<file path="config.mk">
export PLATFORM = sky130hd
export DESIGN_NAME = sram_phase_sequencer
export DESIGN_NICKNAME = d
export VERILOG_FILES = /design/src/rtl/sram_phase_sequencer.sv
export SDC_FILE = /design/constraint.sdc
export NUM_CORES = 1
export LEC_CHECK = 0
export ABC_AREA = 1
export ABC_CLOCK_PERIOD_IN_PS = 1800
export CAP_MARGIN = 10
export CORE_UTILIZATION = 35
export DETAILED_ROUTE_END_ITERATION = 6
export PLACE_DENSITY = 0.82
export SETUP_SLACK_MARGIN = 0.02
export SLEW_MARGIN = 10
export SYNTH_ARGS = -nofsm -noshare
export SYNTH_HDL_FRONTEND = slang
export SYNTH_SLANG_ARGS = --single-unit
</file>
<file path="constraint.sdc">
create_clock -name CLOCK_50_I -period 1.8 [get_ports CLOCK_50_I]
set_input_delay 0.36 -clock CLOCK_50_I [delete_from_list [all_inputs] [get_ports CLOCK_50_I]]
set_output_delay 0.36 -clock CLOCK_50_I [all_outputs]
set_load 0.02 [all_outputs]
</file>
<file path="src/rtl/sram_phase_sequencer.sv">
// sram_phase_sequencer
//
// Owns the single external SRAM port and walks the processing flow:
// UART download -> M3 -> M2 -> M1 (each optional) -> back to VGA display.
// One shared 26-bit saturating counter is the UART end-of-file timer while
// downloading and the hung-stage watchdog while a milestone runs.
//
// Ports
//   CLOCK_50_I, resetn         clock, asynchronous active-low reset
//   UART_RX_I                  raw UART line (idle high), start detector
//   uart_*/m3_*/m2_*/m1_*      SRAM requests from each requester
//   vga_addr                   VGA read address (used in IDLE and ERROR)
//   stage_done[2:0]            milestone done (bit2 M3, bit1 M2, bit0 M1)
//   stage_start[2:0]           one-cycle milestone start pulses
//   uart_rx_initialize/enable  UART receiver control
//   vga_enable                 VGA fetch enable
//   sram_address/write_data/we_n  muxed SRAM request
//   phase                      encoded state (0 IDLE,1 UART,2 M3,3 M2,4 M1,7 ERROR)
//   error                      sticky watchdog trap flag
module sram_phase_sequencer #(
    parameter int         UART_TIMEOUT  = 50_000_000,
    parameter int         STAGE_TIMEOUT = (1 << 26) - 1,
    parameter logic [2:0] STAGE_MASK    = 3'b111
) (
    input  logic        CLOCK_50_I,
    input  logic        resetn,
    input  logic        UART_RX_I,
    input  logic [17:0] uart_addr,
    input  logic [15:0] uart_wdata,
    input  logic        uart_we_n,
    input  logic [17:0] m3_addr,
    input  logic [15:0] m3_wdata,
    input  logic        m3_we_n,
    input  logic [17:0] m2_addr,
    input  logic [15:0] m2_wdata,
    input  logic        m2_we_n,
    input  logic [17:0] m1_addr,
    input  logic [15:0] m1_wdata,
    input  logic        m1_we_n,
    input  logic [17:0] vga_addr,
    input  logic [2:0]  stage_done,
    output logic [2:0]  stage_start,
    output logic        uart_rx_initialize,
    output logic        uart_rx_enable,
    output logic        vga_enable,
    output logic [17:0] sram_address,
    output logic [15:0] sram_write_data,
    output logic        sram_we_n,
    output logic [2:0]  phase,
    output logic        error
);

    typedef enum logic [2:0] {
        S_IDLE  = 3'd0,
        S_UART  = 3'd1,
        S_M3    = 3'd2,
        S_M2    = 3'd3,
        S_M1    = 3'd4,
        S_ERROR = 3'd7
    } state_t;

    localparam logic [25:0] UART_LAST  = 26'(UART_TIMEOUT - 1);
    localparam logic [25:0] STAGE_LAST = 26'(STAGE_TIMEOUT - 1);

    state_t      state_reg, state_next;
    logic [25:0] counter_reg, counter_next, counter_inc;
    logic        rx_meta_reg, rx_s_reg;
    logic [2:0]  done_ok;

    // First enabled stage among the candidate bits, in M3 -> M2 -> M1 order.
    function automatic state_t first_stage(input logic [2:0] bits);
        if (bits[2])      return S_M3;
        else if (bits[1]) return S_M2;
        else if (bits[0]) return S_M1;
        else              return S_IDLE;
    endfunction

    function automatic logic [2:0] start_bits(input state_t s);
        case (s)
            S_M3:    return 3'b100;
            S_M2:    return 3'b010;
            S_M1:    return 3'b001;
            default: return 3'b000;
        endcase
    endfunction

    // A stage's start bit is high only in its first cycle, so masking done
    // with it ignores done in that cycle (handles done held from before).
    generate
        for (genvar gi = 0; gi < 3; gi++) begin : g_done
            assign done_ok[gi] = stage_done[gi] & ~stage_start[gi];
        end
    endgenerate

    always_ff @(posedge CLOCK_50_I or negedge resetn) begin
        if (!resetn) begin
            rx_meta_reg <= 1'b1;
            rx_s_reg    <= 1'b1;
        end else begin
            rx_meta_reg <= UART_RX_I;
            rx_s_reg    <= rx_meta_reg;
        end
    end

    always_comb begin
        counter_inc  = (&counter_reg) ? counter_reg : counter_reg + 26'd1;
        state_next   = state_reg;
        counter_next = counter_inc;
        case (state_reg)
            S_IDLE: begin
                counter_next = '0;
                if (!rx_s_reg) state_next = S_UART;
            end
            S_UART: begin
                // A write in the timeout cycle restarts the timer instead of leaving.
                if (!uart_we_n)                   counter_next = '0;
                else if (counter_reg == UART_LAST) state_next = first_stage(STAGE_MASK);
            end
            S_M3: begin
                if (done_ok[2])                     state_next = first_stage(STAGE_MASK & 3'b011);
                else if (counter_reg == STAGE_LAST) state_next = S_ERROR;
            end
            S_M2: begin
                if (done_ok[1])                     state_next = first_stage(STAGE_MASK & 3'b001);
                else if (counter_reg == STAGE_LAST) state_next = S_ERROR;
            end
            S_M1: begin
                if (done_ok[0])                     state_next = S_IDLE;
                else if (counter_reg == STAGE_LAST) state_next = S_ERROR;
            end
            S_ERROR: counter_next = counter_reg;
            default: state_next = S_IDLE;
        endcase
        if (state_next != state_reg) counter_next = '0;
    end

    // Outputs are registered from the next state so they line up with it.
    always_ff @(posedge CLOCK_50_I or negedge resetn) begin
        if (!resetn) begin
            state_reg          <= S_IDLE;
            counter_reg        <= '0;
            stage_start        <= 3'b000;
            uart_rx_initialize <= 1'b0;
            uart_rx_enable     <= 1'b0;
            vga_enable         <= 1'b1;
            error              <= 1'b0;
        end else begin
            state_reg          <= state_next;
            counter_reg        <= counter_next;
            stage_start        <= (state_next != state_reg) ? start_bits(state_next) : 3'b000;
            uart_rx_initialize <= (state_reg == S_IDLE) && (state_next == S_UART);
            uart_rx_enable     <= (state_reg == S_UART) && (state_next == S_UART);
            vga_enable         <= (state_next == S_IDLE);
            error              <= error | (state_next == S_ERROR);
        end
    end

    // Combinational from the state register: switches in the state's first
    // cycle and forces we_n high as soon as reset drops the state to IDLE.
    always_comb begin
        sram_address    = vga_addr;
        sram_write_data = 16'd0;
        sram_we_n       = 1'b1;
        case (state_reg)
            S_UART: begin
                sram_address = uart_addr; sram_write_data = uart_wdata; sram_we_n = uart_we_n;
            end
            S_M3: begin
                sram_address = m3_addr; sram_write_data = m3_wdata; sram_we_n = m3_we_n;
            end
            S_M2: begin
                sram_address = m2_addr; sram_write_data = m2_wdata; sram_we_n = m2_we_n;
            end
            S_M1: begin
                sram_address = m1_addr; sram_write_data = m1_wdata; sram_we_n = m1_we_n;
            end
            default: begin
                sram_address = vga_addr; sram_write_data = 16'd0; sram_we_n = 1'b1;
            end
        endcase
    end

    assign phase = state_reg;

endmodule

</file>
Word level (Yosys, flattened, before mapping)
Index checks and enable logic that the tools add are counted.
{ "totals": {"ff_bits": 38, "input_bits": 164, "out_inout_bits": 45, "elab_cells": 53} }
{ "op_classes": {"add_sub_neg": 1, "eq_ne": 14, "n_mux": 17, "bitwise": 7, "n_reduce_logical": 5} }
{ "op_table": {"columns": ["operator", "n"], "rows": [
  ["$mux 26", 3],
  ["$pmux 26 s3", 1],
  ["$pmux 18 s4", 1],
  ["$pmux 16 s4", 1],
  ["$eq 26x26->1 const B", 2],
  ["$add 26x1->26 const B", 1],
  ["$reduce_and 26->1", 1],
  ["$mux 3", 8],
  ["$pmux 3 s6", 1],
  ["$eq 3x2->1 const B", 4],
  ["$eq 3x3->1 const B", 4],
  ["$pmux 3 s3", 1],
  ["$eq 3x1->1 const B", 2],
  ["$logic_not 3->1", 2],
  ["$pmux 1 s4", 1],
  ["$and 1x1->1", 3],
  ["$ne 3x3->1", 1],
  ["$not 1->1", 3],
  ["$logic_and 1x1->1", 2],
  ["$ne 2x2->1 const B", 1],
  ["$or 1x1->1", 1]
]} }

Logic depth before layout (Yosys ltp)
{ "depth": {"word_depth": 7, "depth_mapped": 16} }

Least setup slack after synthesis
OpenSTA, ideal clock, no wires.
{ "synth_path": {"path_type": "flip-flop to output port", "from": "reg state_reg[1], in the netlist phase[1]", "to": "out sram_address[0]", "arrival_ps": 1759, "required_time_ps": 1440, "setup_slack_ps": -319, "stages_incl_launch_ff": 9, "n_path_buf": 3, "cell_sequence": "dfrtp_1 -> buf_2 -> inv_1 -> nand3_1 -> inv_1 -> clkbuf_1 -> buf_1 -> a22oi_1 -> nand4_1"} }
{ "synth_between": {"elab_chain_len": 2, "word_cells_on_any_way": 5, "classes_between": "eq/ne: 4; mux: 1"} }
{ "synth_lines": {"columns": ["element", "line_no", "text"], "rows": [
  ["from (decl)", "65", "state_t state_reg, state_next;"],
  ["from (signal assigned)", "148", "state_reg <= state_next;"],
  ["$eq 3x3->1, or another cell as far along", "164", "case (state_reg)"],
  ["$pmux 18 s4 *", "164", null],
  ["to (decl)", "46", "output logic [17:0] sram_address,"]
]} }
Mark *: on every way between the ends. The rest lies on a longest branch, timed or not.

Worst setup path after layout
{ "layout_path": {"from": "reg state_reg[1], in the netlist phase[1]", "to": "reg counter_reg[24]"} }
{ "layout_between": {"elab_chain_len": 5, "word_cells_on_any_way": 18, "classes_between": "eq/ne: 7; mux: 10; reduce/logical: 1"} }
{ "layout_lines": {"columns": ["element", "line_no", "text"], "rows": [
  ["$mux 3 (on tied branches) (2 in series)", null, null],
  ["$pmux 3 s6 *", "109", "case (state_reg)"],
  ["named net state_next[1]", "65", null],
  ["$ne 3x3->1 *", "134", "if (state_next != state_reg) counter_next = '0;"],
  ["$ne 2x2->1 (no line) / $mux 26 (equally long branches)", null, null],
  ["to (signal assigned)", "149", "counter_reg <= counter_next;"],
  ["to (decl)", "66", "logic [25:0] counter_reg, counter_next, counter_inc;"]
]} }
Mark *: on every way through the listed nets, which the timed path passes. The rest lies on a longest branch.
A chain may end at the register's enable or synchronous reset.

==> flow_summary.yaml <==
finish:
  fillers: 706
  seqCellArea_um2: 958
  finish.instance_area_um2: 7200
  area_growth_pct: 97.7
  finalCoreUtilization: 0.727
  multi_input_area_um2: 2640
  largest_reg_flops: 26
  antenna_cells: 0
  nets: 1088
  drive_gt1_frac: 0.257
global_routing:
  antenna_found_initial: 2
  grt_pass1_vias: 5452
  track_usage: 0.337
  grt_max_degree: 39
  grt_remaining_overflow: 0
  grt_pass1_wl_um: 28900
logic_synthesis:
  synthCells: 620
  syn_area_um2: 3640
  synth.ff_latch_count: 38
  synth.area.top_cells: "nand2_1 (25%), dfrtp_1 (24%), nand4_1 (13%), nor2_1 (7.5%), nand3_1 (4.7%)"
  synth-edff-count: 0
  async_reset_ff_frac: 1.00
  syn_nets: 786
  yosysWarningCount: 0
  yosysTopAreaCellShare: 0.247
  synth-main-ff-cell: "dfrtp_1"
  avgSynthCellArea_um2: 5.88
  synth.most_common_cell: "nand2_1"
  synth_common_cells: "nand2_1 (240), nand4_1 (74), nor2_1 (73)"
  synth.distinct_cells: 34
  synth_area_leader_cell: "nand2_1"
  ys_seq_area_frac: 0.262
worst_setup_path:
  start_kind: "flop"
  endpoint_kind: "flop"
  reg2reg_to: "counter_reg[24]"
  worst_r2r_path_depth: 14
  path_class: "reg -> reg"
  worst-path-max-fanout: 13
  cp.arrival_ns: 2.54
  reg2reg_slack_ns: -0.50
  r2r-start: "phase[1]"
  worstPathRequired_ns: 2.04
run_status:
  status: "finished, violations left"
  violations: "DRC, setup timing"
route:
  vias: 6042
  drt_iter0_markers: 762
  wl_per_cell_um: 19.5
  viasPerCell: 5.72
  final_antenna_net_count: 0
  first_pass_iters: 7
  drc: 5
  wirelength_um: 20600
clocking:
  ctsHoldBuffers: 0
  cts_max_level: 2
  cts_root_buf: "clkbuf_8"
  cts.sinks: 38
  cts_made_buffers: 5
  cts_buffer_depth: 2
  cts_tree: "yes"
  cts.clk_slew.worst_paths_ns: 0.09
  clk_latency_ns: 0.30
power:
  leakagePower_nw: 3.19
  power_per_cell_area_nw_per_um2: 365
  vdd_drop_max_mv: 0.269
die:
  dieArea_um2: 10800
  rows: 36
  coreArea_um2: 9910
  die_y_um: 104
  die_w_um: 104
  io_pins: 209
  start_util: 0.368
timing:
  hold_viol: 0
  finalClockSkew_ns: 0.0121
  setup_viol: 65
  worst_pin_slew_ns: 0.509
  drv_slew: 0
  maxSlewHeadroom: 0.661
  max_freq_mhz: 435
  period_needed_ns: 2.30
  worst_slack_ns: -0.497
  post-route-period-util: 1.28
  rsz0062_at_grt: "true"
place:
  io_buffers: 208
  dp.final_hpwl_um: 14200
  gp_congestion: 1.03
  placed_area_um2: 6590
run:
  max_cap_violations: 0
min_path:
  hold_path_class: "in -> async"
[worst max path at each step]
| stage | startpoint | to | slack, ns | cells past startpoint |
|---|---|---|---|---|
| floorplan | phase[1] | sram_address[0] | -0.09 | 8 |
| global placement | uart_we_n | sram_we_n | -0.44 | 6 |
| detailed placement | uart_we_n | sram_we_n | -0.44 | 6 |
| CTS | phase[1] | sram_write_data[11] | -0.27 | 5 |
| global route | phase[1] | counter_reg[24] | -0.60 | 14 |
| finish | phase[1] | counter_reg[24] | -0.50 | 14 |
[critical path, cell delays in order (launching register included)]
cell and delay [ns]:
dfrtp_2 0.49, buf_6 0.16, nand3_4 0.12, buf_4 0.13, nor2_1 0.06, nor2_1 0.12
nand2_1 0.10, inv_1 0.14, nand2_2 0.10, nand2_1 0.08, nand2_2 0.06, nor2_4 0.24
clkbuf_16 0.23, nand4_1 0.11, nand2_1 0.08
[area by class of cell]
| cell class | instances | area share |
|---|---|---|
| inverters | 47 | 0.0287 |
| repair inverters | 2 | 0.00382 |
| multi-input cells | 505 | 0.367 |
| well taps | 133 | 0.0231 |
| clock buffers | 8 | 0.0111 |
| repair buffers | 323 | 0.433 |
| flip-flops and latches | 38 | 0.133 |
[per-stage QoR]
stage          power [mW]  setup TNS [ns]  setup WS, ns  hold WS [ns]  std cells
2_1_floorplan        1.24           -2.04       -0.0892        0.0644        620
3_3_place_gp         1.92          -17.66        -0.442         0.348       1023
3_5_place_dp         1.93          -19.69        -0.439         0.351       1023
4_1_cts              2.53          -11.38        -0.269         0.131       1042
5_1_grt              2.71          -27.67        -0.603         0.153       1056
6_report             2.63          -22.38        -0.497         0.116       1056
[what timing repair did]
item | in CTS | in global routing
pin swaps | 4 | 28
buffers inserted | 6 | 14
gates resized for setup | 192 | 86
gates cloned | 5 | 3
endpoints found under the setup margin | 68 | 65
[where the power goes]
| part | switching (mW) | internal [mW] |
|---|---|---|
| registers | 0.0164 | 0.873 |
| logic | 0.526 | 0.614 |
| clock network | 0.325 | 0.276 |
[placed cells by master (no fill, tap or decap), types with 3 or more instances in the layout]
master,count
o21ai_0,8
clkdlybuf4s50_1,168
clkbuf_1,3
dfrtp_1,32
buf_6,26
clkbuf_8,5
dlygate4sd2_1,4
buf_2,7
nand4_1,74
xor2_1,5
nor2_1,65
clkdlybuf4s15_2,3
dfstp_2,3
nand2_4,4
nor2_2,7
a21oi_1,15
buf_4,102
inv_1,36
nand2_1,216
dfrtp_2,3
buf_12,10
nor3_1,10
nand3_4,3
nand3_1,30
inv_2,7
nor2_4,8
nand2_2,20
a22oi_2,10
a22oi_1,9
[per-layer routing]
metal | share of wire | wire length (um) | track usage
met1 | 0.37 | 7640 | 0.424
met2 | 0.46 | 9550 | 0.550
met3 | 0.12 | 2450 | 0.110
met4 | 0.046 | 941 | 0.0949
met5 | 0.0013 | 27 | 0
[logic make-up after synthesis]
family          share of synthesized area
xor+xnor                           0.0144
flops                               0.262
compound gates                     0.0883
buf+inv                            0.0855
fa+ha+maj                         0.00687
simple gates                        0.543
(Power assumes the default switching activity.)
